### src/rtl/cl_pkg.sv
// Shared definitions for the cl_logic_unit logic slice: operation select
// encoding and its type.
package cl_pkg;

  typedef logic [1:0] op_sel_t;

  localparam op_sel_t OP_AND = 2'b00;
  localparam op_sel_t OP_OR  = 2'b01;
  localparam op_sel_t OP_XOR = 2'b10;
  localparam op_sel_t OP_NOT = 2'b11;

endpackage

### src/rtl/cl_core.sv
// Combinational four-way bitwise mux behind cl_logic_unit; each result bit
// depends only on the matching bits of a and b, with no carries.
module cl_core
  import cl_pkg::*;
#(
  parameter int WIDTH = 1
) (
  input  logic [WIDTH-1:0] a,
  input  logic [WIDTH-1:0] b,
  input  op_sel_t          s,
  output logic [WIDTH-1:0] y
);

  always_comb begin
    y = '0;
    case (s)
      OP_AND:  y = a & b;
      OP_OR:   y = a | b;
      OP_XOR:  y = a ^ b;
      default: y = ~a;
    endcase
  end

endmodule

### src/rtl/cl_logic_unit.sv
// Registered bitwise logic unit with a one-cycle valid strobe and a zero flag.
// Define CL_PARITY_EN to add a registered parity output alongside zero.
module cl_logic_unit
  import cl_pkg::*;
#(
  parameter int WIDTH = 1
) (
  input  logic             clk,
  input  logic             reset,
  input  logic             in_valid,
  input  logic [WIDTH-1:0] a,
  input  logic [WIDTH-1:0] b,
  input  op_sel_t          s,
  output logic [WIDTH-1:0] out,
  output logic             out_valid,
`ifdef CL_PARITY_EN
  output logic             parity,
`endif
  output logic             zero
);

  logic [WIDTH-1:0] core_y;

  cl_core #(
    .WIDTH(WIDTH)
  ) u_core (
    .a(a),
    .b(b),
    .s(s),
    .y(core_y)
  );

  // Result and flags load only on in_valid, so a floating select while idle
  // can never reach the stored state; reset wins over a same-cycle operation.
  always_ff @(posedge clk) begin
    if (reset) begin
      out       <= '0;
      out_valid <= 1'b0;
      zero      <= 1'b0;
    end else begin
      out_valid <= in_valid;
      if (in_valid) begin
        out  <= core_y;
        zero <= ~|core_y;
      end
    end
  end

`ifdef CL_PARITY_EN
  always_ff @(posedge clk) begin
    if (reset) begin
      parity <= 1'b0;
    end else if (in_valid) begin
      parity <= ^core_y;
    end
  end
`endif

endmodule

### config.mk
export PLATFORM = sky130hd
export DESIGN_NAME = cl_logic_unit
export DESIGN_NICKNAME = d
export VERILOG_FILES = /design/src/rtl/cl_pkg.sv /design/src/rtl/cl_core.sv /design/src/rtl/cl_logic_unit.sv
export SDC_FILE = /design/constraint.sdc
export NUM_CORES = 1
export LEC_CHECK = 0
export CORE_AREA = 5 5 42 44
export DETAILED_ROUTE_END_ITERATION = 7
export DIE_AREA = 0 0 47 49
export HOLD_SLACK_MARGIN = 0.1
export SYNTH_ARGS = -nofsm -noshare
export SYNTH_HDL_FRONTEND = slang
export SYNTH_HIERARCHICAL = 1
export SYNTH_SLANG_ARGS = --single-unit
### constraint.sdc
create_clock -name clk -period 2.4 [get_ports clk]
set_input_delay 0.36 -clock clk [delete_from_list [all_inputs] [get_ports clk]]
set_output_delay 0.36 -clock clk [all_outputs]
set_load 0.1 [all_outputs]
Word-level counts from Yosys, hierarchy flattened
Index checks and enable logic that the tools add are counted.
Widths: inputs -> output; s select.
- output and inout bits: 3
- input bits: 7
- logic and storage cells: 12
- register bits after elaboration: 3
- reduce and logical (&&, ||, !) cells: 2
- mux-type cells: 1
- bitwise logic cells: 4
- eq/ne operators: 2
- operator list (operator ; number):
    $pmux 1 s3 ; 1
    $eq 2x1->1 const B ; 1
    $eq 2x2->1 const B ; 1
    $logic_not 2->1 ; 1
    $and 1x1->1 ; 1
    $logic_not 1->1 ; 1
    $not 1->1 ; 1
    $or 1x1->1 ; 1
    $xor 1x1->1 ; 1

Depth between registers and ports, before layout
- word-level depth: 3
- gate-level depth with buffers: 6
- gate-level depth less buffers: 6

Modules after synthesis
Netlist, hierarchy kept.
- by module, submodules not included (module ; instances ; sequential area each (um2) ; cells an instance ; area each (um2)):
    cl_logic_unit ; 1 ; 60.1 ; 9 ; 102.6
    cl_core ; 1 ; 0.0 ; 6 ; 58.8

Worst setup path before layout
No wires, ideal clock.
- kind: input to register
- start point: in a
- end point: reg zero
- path buffers: 0
- setup slack: 896 ps
- data arrival time: 1437 ps
- stages: 5
- cells stage by stage: inv_1 -> ha_1 -> mux4_2 -> or2b_1 -> a21oi_2
- cells in the longest elaborated chain, start to end: 3
- elaborated cells on any way between the ends: 6
- RTL lines (element ; line ; source):
    start: declaration ; cl_logic_unit.sv:11 ; input logic [WIDTH-1:0] a,
    $xor 1x1->1 (tied with other cells) ; cl_core.sv:19 ; OP_XOR: y = a ^ b;
    $pmux 1 s3 (*) ; cl_core.sv:16 ; case (s)
    net core_y ; cl_logic_unit.sv:22 ; logic [WIDTH-1:0] core_y;
    $logic_not 1->1 (*) ; cl_logic_unit.sv:44 ; zero <= ~|core_y;
    end signal: assignment ; cl_logic_unit.sv:44 ;
    end: declaration ; cl_logic_unit.sv:19 ; output logic zero
Mark *: on every way through the listed nets, which the timed path passes. The rest lies on a longest branch.
A chain may end at the register's enable or synchronous reset.

Final worst setup path
Same ends and word-level chain as after synthesis.

==> key figures <==
Layout
  – Nets: 38
  – Non-Filler Instances: between 40 and 50
  – Share of cells above drive strength 1: between 20% and 30%
  – Final Util: between 20 and 25%
  – Final Instance Area: around 290 sq um
  – Antenna Cells: 0
  – Synthesis-to-finish area growth: 79.8%

Clock tree
  – Clk root buf: clkbuf_4
  – CTS Buf Count: 3
  – Post-CTS sizing: 0
  – Max clock buf depth: 2
  – # hold bufs at CTS: 0
  – Clock tree sinks: 3
  – CTS H-tree depth: 1
  – Clock latency on the worst-skew pair: ~0.22 ns
  – CTS clk-pin slew, worst paths: around 0.040 ns
  – Setup bufs post-CTS: 0
  – TritonCTS clock tree: built

STA
  – Hold_ws: 0.490 ns
  – Final setup skew: 0 ns
  – Final setup viols: 0
  – Fmax achieved: 554 MHz
  – Relative slew slack: approximately four fifths
  – Pins Over Slew Limit: 0
  – Tightest Pin Transition: roughly 0.28 ns
  – Worst setup margin: between 0.5 and 0.6 ns
  – RSZ-0062 raised after global routing: false
  – Crit share post-route: ~75%
  – Final min period: between 1.5 and 2 ns
  – Final hold violation count: 0
  – Total Neg Setup Slack: 0 ns

Yosys
  – Async SR Flop Fraction: 0%
  – Synth cell count leaders: dfxtp_1, inv_1, ha_1
  – Ys flop type: dfxtp_1
  – Synth Instances: 15
  – Cell taking the most area after synthesis: dfxtp_1
  – Post-synthesis adder-cell area fraction: 15.5%
  – Synth warn: 6
  – Synthesized area per cell: 10.8 sq um
  – Synth top area cells: dfxtp_1, ha_1, mux4_2, inv_1, mux2i_1
  – Largest family of logic cells by synthesized area: multiplexers
  – Synth Area in XOR/XNOR: 0%
  – Synth unique cells: 10
  – Top-area cell type share of the netlist area: a little under two fifths
  – Seq/Total Area, Yosys: a little under two fifths
  – Syn Nets: 24
  – Yosys reg bits: 3
  – Post-synth EDFFs: 0
  – Synth Area in Simple Gates: about 15%
  – Compound-Gate Fraction of Synth Area: under 10%
  – Mux cell area share after synthesis: 20.2%
  – Cell Area, Synth: ~160 sq um

Setup path
  – R2R cell count: 2
  – WP data arrival: roughly 2 ns
  – Endpoint class of the critical path: flop
  – Worst Setup Start Kind: primary input
  – Worst Path Required: roughly 2.6 ns
  – R2r setup slk: 1.82 ns
  – Reg2reg end: zero
  – Crit path kind: primary input to flop
  – CP Max Fanout: 2
  – Reg2reg start: zero

Floorplan
  – Full die area: about 2300 sq um
  – Die height: 49 um
  – Starting Density: 11.5%
  – Row count: 14
  – # IOs: 10
  – Die Wd: ~47 um
  – Core Area: 1400 sq um

Drt
  – Pre-antenna DRT Iters: 2
  – Vias: roughly 140
  – Final wirelength: ~320 um
  – Initial drt markers: 1
  – Final ANT Viol Nets: 0
  – DR WL/cell: 7.16 um
  – Vias per cell: around 3.3
  – Drt drc: 0

Placed design
  – DP Cell Count: 40
  – GP Congestion: 0.648
  – Placed cell area: 264 sq um
  – HPWL after DPL: around 260 um
  – Setup WS pre-CTS: between 0.3 and 0.4 ns
  – # port buffers: 9

GRT
  – Largest net degree at the start of global routing: 5
  – Remaining global-route overflow: 0
  – Initial antenna violation count: 0
  – Vias in the first global route: 149
  – First-pass GRT wire length: ~570 um
  – GRT Util Overall: about 3.9%

Power
  – Max IR drop VDD: 0.000102 V
  – P_leak: between 0.1 and 0.15 nW
  – P per Cell Area: ~680 nW/um^2
  – Pwr Total: around 0.20 mW

Flow run
  – MaxCap Viol Count: 0

Min path
  – Hold Path Class: flop to flop
  – HP Start: zero
  – Hold Path Sink: zero
  – Worst Hold Path Cells: 2

Status
  – Status: complete, no violations
[placed cells by master, fill, tap and decap left out]
master           synthesis  layout
nor2_1                   1       1
dfxtp_1                  3       3
buf_4                    0       3
mux4_2                   1       1
mux2i_1                  1       1
clkbuf_4                 0       3
nor2b_1                  1       1
clkbuf_1                 0       1
inv_1                    3       3
a21oi_2                  1       1
nand2b_1                 1       1
or2b_1                   1       1
ha_1                     2       2
clkdlybuf4s50_1          0       6
[cells by family (layout without fill, tap and decap cells)]
family                   count (synthesis)  after routing
AND/OR/NAND/NOR                          4              4
multiplexers                             2              2
buffers and inverters                    3             16
AO/OA/AOI/OAI                            1              1
flip-flops                               3              3
adder cells (fa/ha/maj)                  2              2
[layer usage]
metal	part of all wire (%)	global-route usage, %	wire (um)
met5	0	0	0
met3	23	2.58	72
met4	2.5	5.53	8
met1	43	3.97	135
met2	31	4.07	97
[critical path, stage by stage]
cell and delay, ns:
clkdlybuf4s50_1 0.47, inv_1 0.06, ha_1 0.28, mux4_2 0.46, or2b_1 0.24, a21oi_2 0.11
[cell type report]
class | count | area, sq um
clock buffer | 4 | 26.3
fill | 163 | 1110
inverter | 3 | 11.3
multi-input combinational | 9 | 90.1
sequential | 3 | 60.1
tap | 16 | 20.0
timing repair buffer | 9 | 82.6
[power breakdown]
part           internal [mW]  switching [mW]  leakage [nW]
clock                 0.0622          0.0250        0.0150
combinational         0.0204          0.0342        0.0910
sequential            0.0537         0.00158        0.0248
total                  0.136          0.0608         0.131
[flip-flops by register name, summed over array words and instances (netlist names)]
register,flops
out,1
out_valid,1
zero,1
[worst max path at each step]
stage / from / to / slack, ns / cells past startpoint
2_1_floorplan: a / zero / 0.90 / 5
3_3_place_gp: a / zero / 0.37 / 6
3_5_place_dp: a / zero / 0.35 / 6
4_1_cts: a / zero / 0.59 / 6
5_1_grt: a / zero / 0.53 / 6
6_report: a / zero / 0.60 / 6
Power figures use the tool's default switching activity.
